<file path="src/rtl/queue_drain_ctrl_if.sv">
// Signal bundle between the byte-queue drain controller and its neighbours.
// Port names keep the queue/next-stage naming so wiring reads like the system diagram.
interface queue_drain_ctrl_if #(
    parameter int DATA_W = 8,
    parameter int LEN_W  = 4,
    parameter int CNT_W  = 16
);
    logic              enable_in;
    logic [LEN_W-1:0]  len_in;
    logic [DATA_W-1:0] data_in;
    logic              dequeue_out;
    logic [DATA_W-1:0] data_out;
    logic              data_valid_out;
    logic              ready_in;
    logic              busy_out;
    logic [CNT_W-1:0]  pop_count_out;

    // The controller itself.
    modport master (
        input  enable_in,
        input  len_in,
        input  data_in,
        input  ready_in,
        output dequeue_out,
        output data_out,
        output data_valid_out,
        output busy_out,
        output pop_count_out
    );

    // The surrounding queue / next stage / testbench.
    modport slave (
        output enable_in,
        output len_in,
        output data_in,
        output ready_in,
        input  dequeue_out,
        input  data_out,
        input  data_valid_out,
        input  busy_out,
        input  pop_count_out
    );
endinterface

</file>
<file path="src/rtl/queue_drain_ctrl.sv">
// Paced consumer for the 8-entry byte queue: pops one byte, holds it on a
// valid/ready output, then waits PACE_CYCLES idle cycles before the next pop.
module queue_drain_ctrl #(
    parameter int DATA_W      = 8,
    parameter int LEN_W       = 4,
    parameter int PACE_CYCLES = 4,
    parameter int CNT_W       = 16
) (
    input  logic                clock10mhz,
    input  logic                reset,
    queue_drain_ctrl_if.master  bus
);
    localparam int GAP_W = 4;
    localparam logic [GAP_W-1:0] GAP_LOAD = GAP_W'(PACE_CYCLES - 1);

    typedef enum logic [1:0] {
        IDLE = 2'd0,
        POP  = 2'd1,
        HOLD = 2'd2,
        GAP  = 2'd3
    } state_t;

    state_t            state_q, state_d;
    logic              deq_q, deq_d;
    logic [DATA_W-1:0] data_q, data_d;
    logic              vld_q, vld_d;
    logic              busy_q, busy_d;
    logic [CNT_W-1:0]  cnt_q, cnt_d;
    logic [GAP_W-1:0]  gap_q, gap_d;

    always_ff @(posedge clock10mhz) begin
        if (reset) begin
            state_q <= IDLE;
            deq_q   <= 1'b0;
            data_q  <= '0;
            vld_q   <= 1'b0;
            busy_q  <= 1'b0;
            cnt_q   <= '0;
            gap_q   <= '0;
        end else begin
            state_q <= state_d;
            deq_q   <= deq_d;
            data_q  <= data_d;
            vld_q   <= vld_d;
            busy_q  <= busy_d;
            cnt_q   <= cnt_d;
            gap_q   <= gap_d;
        end
    end

    always_comb begin
        state_d = state_q;
        deq_d   = 1'b0;
        data_d  = data_q;
        vld_d   = vld_q;
        cnt_d   = cnt_q;
        gap_d   = gap_q;

        case (state_q)
            IDLE: begin
                if (bus.enable_in && (bus.len_in != '0)) begin
                    state_d = POP;
                    deq_d   = 1'b1;
                end
            end
            POP: begin
                // The queue drops its head on this same edge, so capture it now.
                data_d  = bus.data_in;
                vld_d   = 1'b1;
                cnt_d   = cnt_q + 1'b1;
                state_d = HOLD;
            end
            HOLD: begin
                if (bus.ready_in) begin
                    vld_d   = 1'b0;
                    gap_d   = GAP_LOAD;
                    state_d = GAP;
                end
            end
            GAP: begin
                if (gap_q == '0) begin
                    state_d = IDLE;
                end else begin
                    gap_d = gap_q - 1'b1;
                end
            end
            default: begin
                state_d = IDLE;
            end
        endcase

        busy_d = (state_d != IDLE);
    end

    assign bus.dequeue_out    = deq_q;
    assign bus.data_out       = data_q;
    assign bus.data_valid_out = vld_q;
    assign bus.busy_out       = busy_q;
    assign bus.pop_count_out  = cnt_q;
endmodule

</file>
<file path="src/flat_wrapper.sv">
// flat-port wrapper written by rule: the top's interface ports become plain ports
module queue_drain_ctrl_flat 
#(
    parameter int DATA_W      = 8,
    parameter int LEN_W       = 4,
    parameter int PACE_CYCLES = 4,
    parameter int CNT_W       = 16
)
  (clock10mhz, reset, bus_enable_in, bus_len_in, bus_data_in, bus_ready_in, bus_dequeue_out, bus_data_out, bus_data_valid_out, bus_busy_out, bus_pop_count_out);
  queue_drain_ctrl_if #(.DATA_W(DATA_W), .LEN_W(LEN_W), .CNT_W(CNT_W)) bus_i ();
  input  logic clock10mhz;
  input  logic reset;
  input wire logic [$bits(bus_i.enable_in)-1:0] bus_enable_in;
  input wire logic [$bits(bus_i.len_in)-1:0] bus_len_in;
  input wire logic [$bits(bus_i.data_in)-1:0] bus_data_in;
  input wire logic [$bits(bus_i.ready_in)-1:0] bus_ready_in;
  output wire logic [$bits(bus_i.dequeue_out)-1:0] bus_dequeue_out;
  output wire logic [$bits(bus_i.data_out)-1:0] bus_data_out;
  output wire logic [$bits(bus_i.data_valid_out)-1:0] bus_data_valid_out;
  output wire logic [$bits(bus_i.busy_out)-1:0] bus_busy_out;
  output wire logic [$bits(bus_i.pop_count_out)-1:0] bus_pop_count_out;
  assign bus_i.enable_in = bus_enable_in;
  assign bus_i.len_in = bus_len_in;
  assign bus_i.data_in = bus_data_in;
  assign bus_i.ready_in = bus_ready_in;
  assign bus_dequeue_out = bus_i.dequeue_out;
  assign bus_data_out = bus_i.data_out;
  assign bus_data_valid_out = bus_i.data_valid_out;
  assign bus_busy_out = bus_i.busy_out;
  assign bus_pop_count_out = bus_i.pop_count_out;
  queue_drain_ctrl #(.DATA_W(DATA_W), .LEN_W(LEN_W), .PACE_CYCLES(PACE_CYCLES), .CNT_W(CNT_W)) u_core (.clock10mhz(clock10mhz), .reset(reset), .bus(bus_i));
endmodule
</file>
<file path="config.mk">
export PLATFORM = sky130hd
export DESIGN_NAME = queue_drain_ctrl_flat
export DESIGN_NICKNAME = d
export VERILOG_FILES = /design/src/rtl/queue_drain_ctrl_if.sv /design/src/rtl/queue_drain_ctrl.sv /design/src/flat_wrapper.sv
export SDC_FILE = /design/constraint.sdc
export NUM_CORES = 1
export LEC_CHECK = 0
export ABC_AREA = 1
export BUFFER_PORTS_ARGS = -buffer_cell sky130_fd_sc_hd__buf_4
export CAP_MARGIN = 15
export CORE_MARGIN = 2
export CORE_UTILIZATION = 45
export CTS_CLUSTER_DIAMETER = 80
export DETAILED_ROUTE_END_ITERATION = 10
export PLACE_DENSITY = 0.71
export SLEW_MARGIN = 10
export SYNTH_ARGS = -nofsm -noshare
export SYNTH_HDL_FRONTEND = slang
export SYNTH_SLANG_ARGS = --single-unit
</file>
<file path="constraint.sdc">
create_clock -name clock10mhz -period 1.8 [get_ports clock10mhz]
set_clock_uncertainty 0.2 [all_clocks]
set_input_delay 0.27 -clock clock10mhz [delete_from_list [all_inputs] [get_ports clock10mhz]]
set_output_delay 0.27 -clock clock10mhz [all_outputs]
set_load 0.02 [all_outputs]
</file>
==> flow_summary.json <==
{
  "cts_sinks": 33,
  "dpl.cell_count": 285,
  "max_freq_mhz": 650,
  "ant_nets": 0,
  "path_clk_slew_ns": 0.09,
  "dp_hpwl_um": 2220,
  "cts-root-buf": "clkbuf_4",
  "final_util_pct": 64.1,
  "start_util_pct": 47.5,
  "ys_seq_elements": 33,
  "drive_gt1_share_pct": 25.0,
  "whs_ns": 0.00692,
  "wl_um": 3020,
  "power-per-cell-area_nw_per_um2": 761,
  "cts_tree": "yes",
  "stdcell_area_um2": 1970,
  "first_iter_violations": 76,
  "cp.required_ns": 1.83,
  "grt_max_degree": 18,
  "relSlewSlack_pct": 77.4,
  "die_w_um": 61.0,
  "routedWlPerCell_um": 10.1,
  "ff_latch_area_um2": 661,
  "stdcell_count": 300,
  "syn_inst": 200,
  "leakage_nw": 0.920,
  "vias": 1403,
  "start_kind": "flop",
  "setup_viol": 0,
  "die_area_um2": 3720,
  "clk_latency_ns": 0.33,
  "synth_cell_types": 25,
  "synth_nets": 219,
  "syn_to_final_growth_pct": 34.8,
  "num_rows": 20,
  "cap_violations": 0,
  "nNetsFinal": 275,
  "avgSynthCellArea_um2": 7.31,
  "grt_pass1_wl_um": 5130,
  "place_area_um2": 1840,
  "multi_input_area_um2": 697,
  "period_needed_ns": 1.54,
  "rsz0062_at_grt": "no",
  "hold_buffers": 8,
  "grt.overflow.total": 0,
  "via_per_inst": 4.68,
  "cts_buffers": 5,
  "worstPathArrival_ns": 1.57,
  "grtUsageTotal_pct": 18.6,
  "hold_viol_final": 0,
  "final.period_utilization_pct": 85.5,
  "core_area_um2": 3080,
  "n_fill_cell": 294,
  "ctsResizeCount": 0,
  "cts_max_path_buffers": 2,
  "n_antenna_cell": 0,
  "min_path_type": "primary input to flop",
  "critPathKind": "flop to flop",
  "grt_pass1_vias": 1224,
  "vdd_ir_drop_max_uv": 453,
  "globalplace.congestion": 0.806,
  "die-height_um": 61.0,
  "worst_pin_slew_ns": 0.337,
  "outcome": "finished, final reports clean",
  "drtPass1Iterations": 4,
  "crit_fanout": 13,
  "cts_max_level": 2,
  "seq_area_frac_synth_pct": 45.2,
  "pin_count": 43,
  "yosys_warnings": 0,
  "portBuffers": 42,
  "grt_antenna_before_repair": 0,
  "netlist_area_um2": 1460,
  "tns_ns": 0,
  "worstSetupEndpointType": "flop",
  "drc_errors": 0,
  "final-max-slew-violation-count": 0,
  "cts_setup_buffers": 0
}
## synth_stat cells
cell type | n | area share [%]
dfxtp_1 | 33 | 45
nand3_2 | 2 | 1.4
nand2_1 | 36 | 9.2
clkbuf_2 | 1 | 0.34
o21ai_0 | 15 | 5.1
nor2_1 | 38 | 9.8
nor3_1 | 5 | 1.7
inv_1 | 21 | 5.4
nor3_2 | 1 | 0.68
nor2_4 | 2 | 1.5
a21oi_1 | 13 | 4.4
and3_1 | 1 | 0.43
a31oi_1 | 1 | 0.43
nor2_2 | 3 | 1.3
buf_2 | 2 | 0.68
inv_2 | 1 | 0.26
ha_1 | 3 | 2.6
a32oi_1 | 1 | 0.60
clkbuf_1 | 1 | 0.26
nand2_4 | 1 | 0.77
nand2_2 | 2 | 0.86
clkinv_1 | 1 | 0.26
nand3_1 | 11 | 3.8
nor2_8 | 1 | 1.4
nand4_1 | 4 | 1.7
## critical path, cell delays in order (launching register included)
cell	delay, ns
dfxtp_1	0.38
inv_1	0.09
nand2_2	0.15
nor2_4	0.18
nand3_2	0.12
nor2_2	0.14
nand3_1	0.08
nand2_1	0.07
nor2_1	0.04
## worst paths after layout
kind / depth (start not counted) / to / slack, ns / start
max: 8 / u_core.bus.pop_count_out[15]$_SDFFE_PP0P_ / 0.26 / u_core.state_q[1]$_SDFF_PP0_
min: 3 / u_core.bus.data_out[4]$_SDFFE_PP0P_ / 0.007 / bus_data_in[4]
max reg2reg: 8 / u_core.bus.pop_count_out[15]$_SDFFE_PP0P_ / 0.26 / u_core.state_q[1]$_SDFF_PP0_
min reg2reg: 2 / u_core.gap_q[1]$_SDFFE_PP0P_ / 0.28 / u_core.gap_q[1]$_SDFFE_PP0P_
## sequential cells by signal, indices dropped and copies added (netlist names)
signal,count
u_core.bus.busy_out,1
u_core.bus.data_out,8
u_core.bus.data_valid_out,1
u_core.bus.dequeue_out,1
u_core.bus.pop_count_out,16
u_core.gap_q,4
u_core.state_q,2
## power breakdown
part / internal [mW] / switching, mW / leakage, nW / total [mW]
combinational: 0.127 / 0.154 / 0.620 / 0.281
clock: 0.184 / 0.230 / 0.0314 / 0.414
sequential: 0.777 / 0.0294 / 0.269 / 0.806
total: 1.09 / 0.414 / 0.920 / 1.50
## kinds of logic (layout without fill, tap and decap cells)
| logic type | count (synthesis) | in the layout | synth area share (%) |
|---|---|---|---|
| flops | 33 | 33 | 45.2 |
| simple gates | 107 | 107 | 34.5 |
| fa+ha+maj | 3 | 3 | 2.57 |
| compound gates | 30 | 30 | 10.6 |
| buf+inv | 27 | 83 | 7.18 |
## layout make-up
class                   count  share of cell area (%)
flip-flops and latches     33                    33.5
inverters                  23                    4.38
repair buffers             53                    21.2
well taps                  44                    2.79
clock buffers               7                    2.79
multi-input cells         140                    35.3
## per-layer routing
layer / global-route usage (%) / routed length [um] / part of all wire, % / vias up
met5: 0 / 0 / 0 / -
met2: 29.6 / 1380 / 46 / 25
met4: 5.59 / 39 / 1.3 / 0
met1: 23.3 / 1410 / 47 / 617
li1: - / - / - / 754
met3: 7.56 / 181 / 6.0 / 7
## per-stage QoR
| stage | setup slack (ns) | total power, mW |
|---|---|---|
| 2_1_floorplan | 0.241 | 0.984 |
| 6_report | 0.261 | 1.50 |
| 4_1_cts | 0.248 | 1.53 |
| 5_1_grt | 0.105 | 1.59 |
| 3_3_place_gp | 0.326 | 1.09 |
| 3_5_place_dp | 0.260 | 1.09 |
## cells in the final DEF (no fill, tap or decap)
cell type       n
nor2_8          1
and3_1          1
inv_1          21
clkbuf_4        5
buf_4          45
o21ai_0        15
nor3_2          1
a21oi_1        13
nor2_1         38
nand2_2         2
nor2_4          2
nand2_4         1
nor2_2          3
a31oi_1         1
nand4_1         4
clkbuf_8        1
inv_2           1
nand3_2         2
nand2_1        36
dlygate4sd3_1   8
ha_1            3
clkbuf_1        1
a32oi_1         1
clkinv_1        1
nand3_1        11
nor3_1          5
dfxtp_1        33
Note: power is estimated with default switching activity, not from simulation.
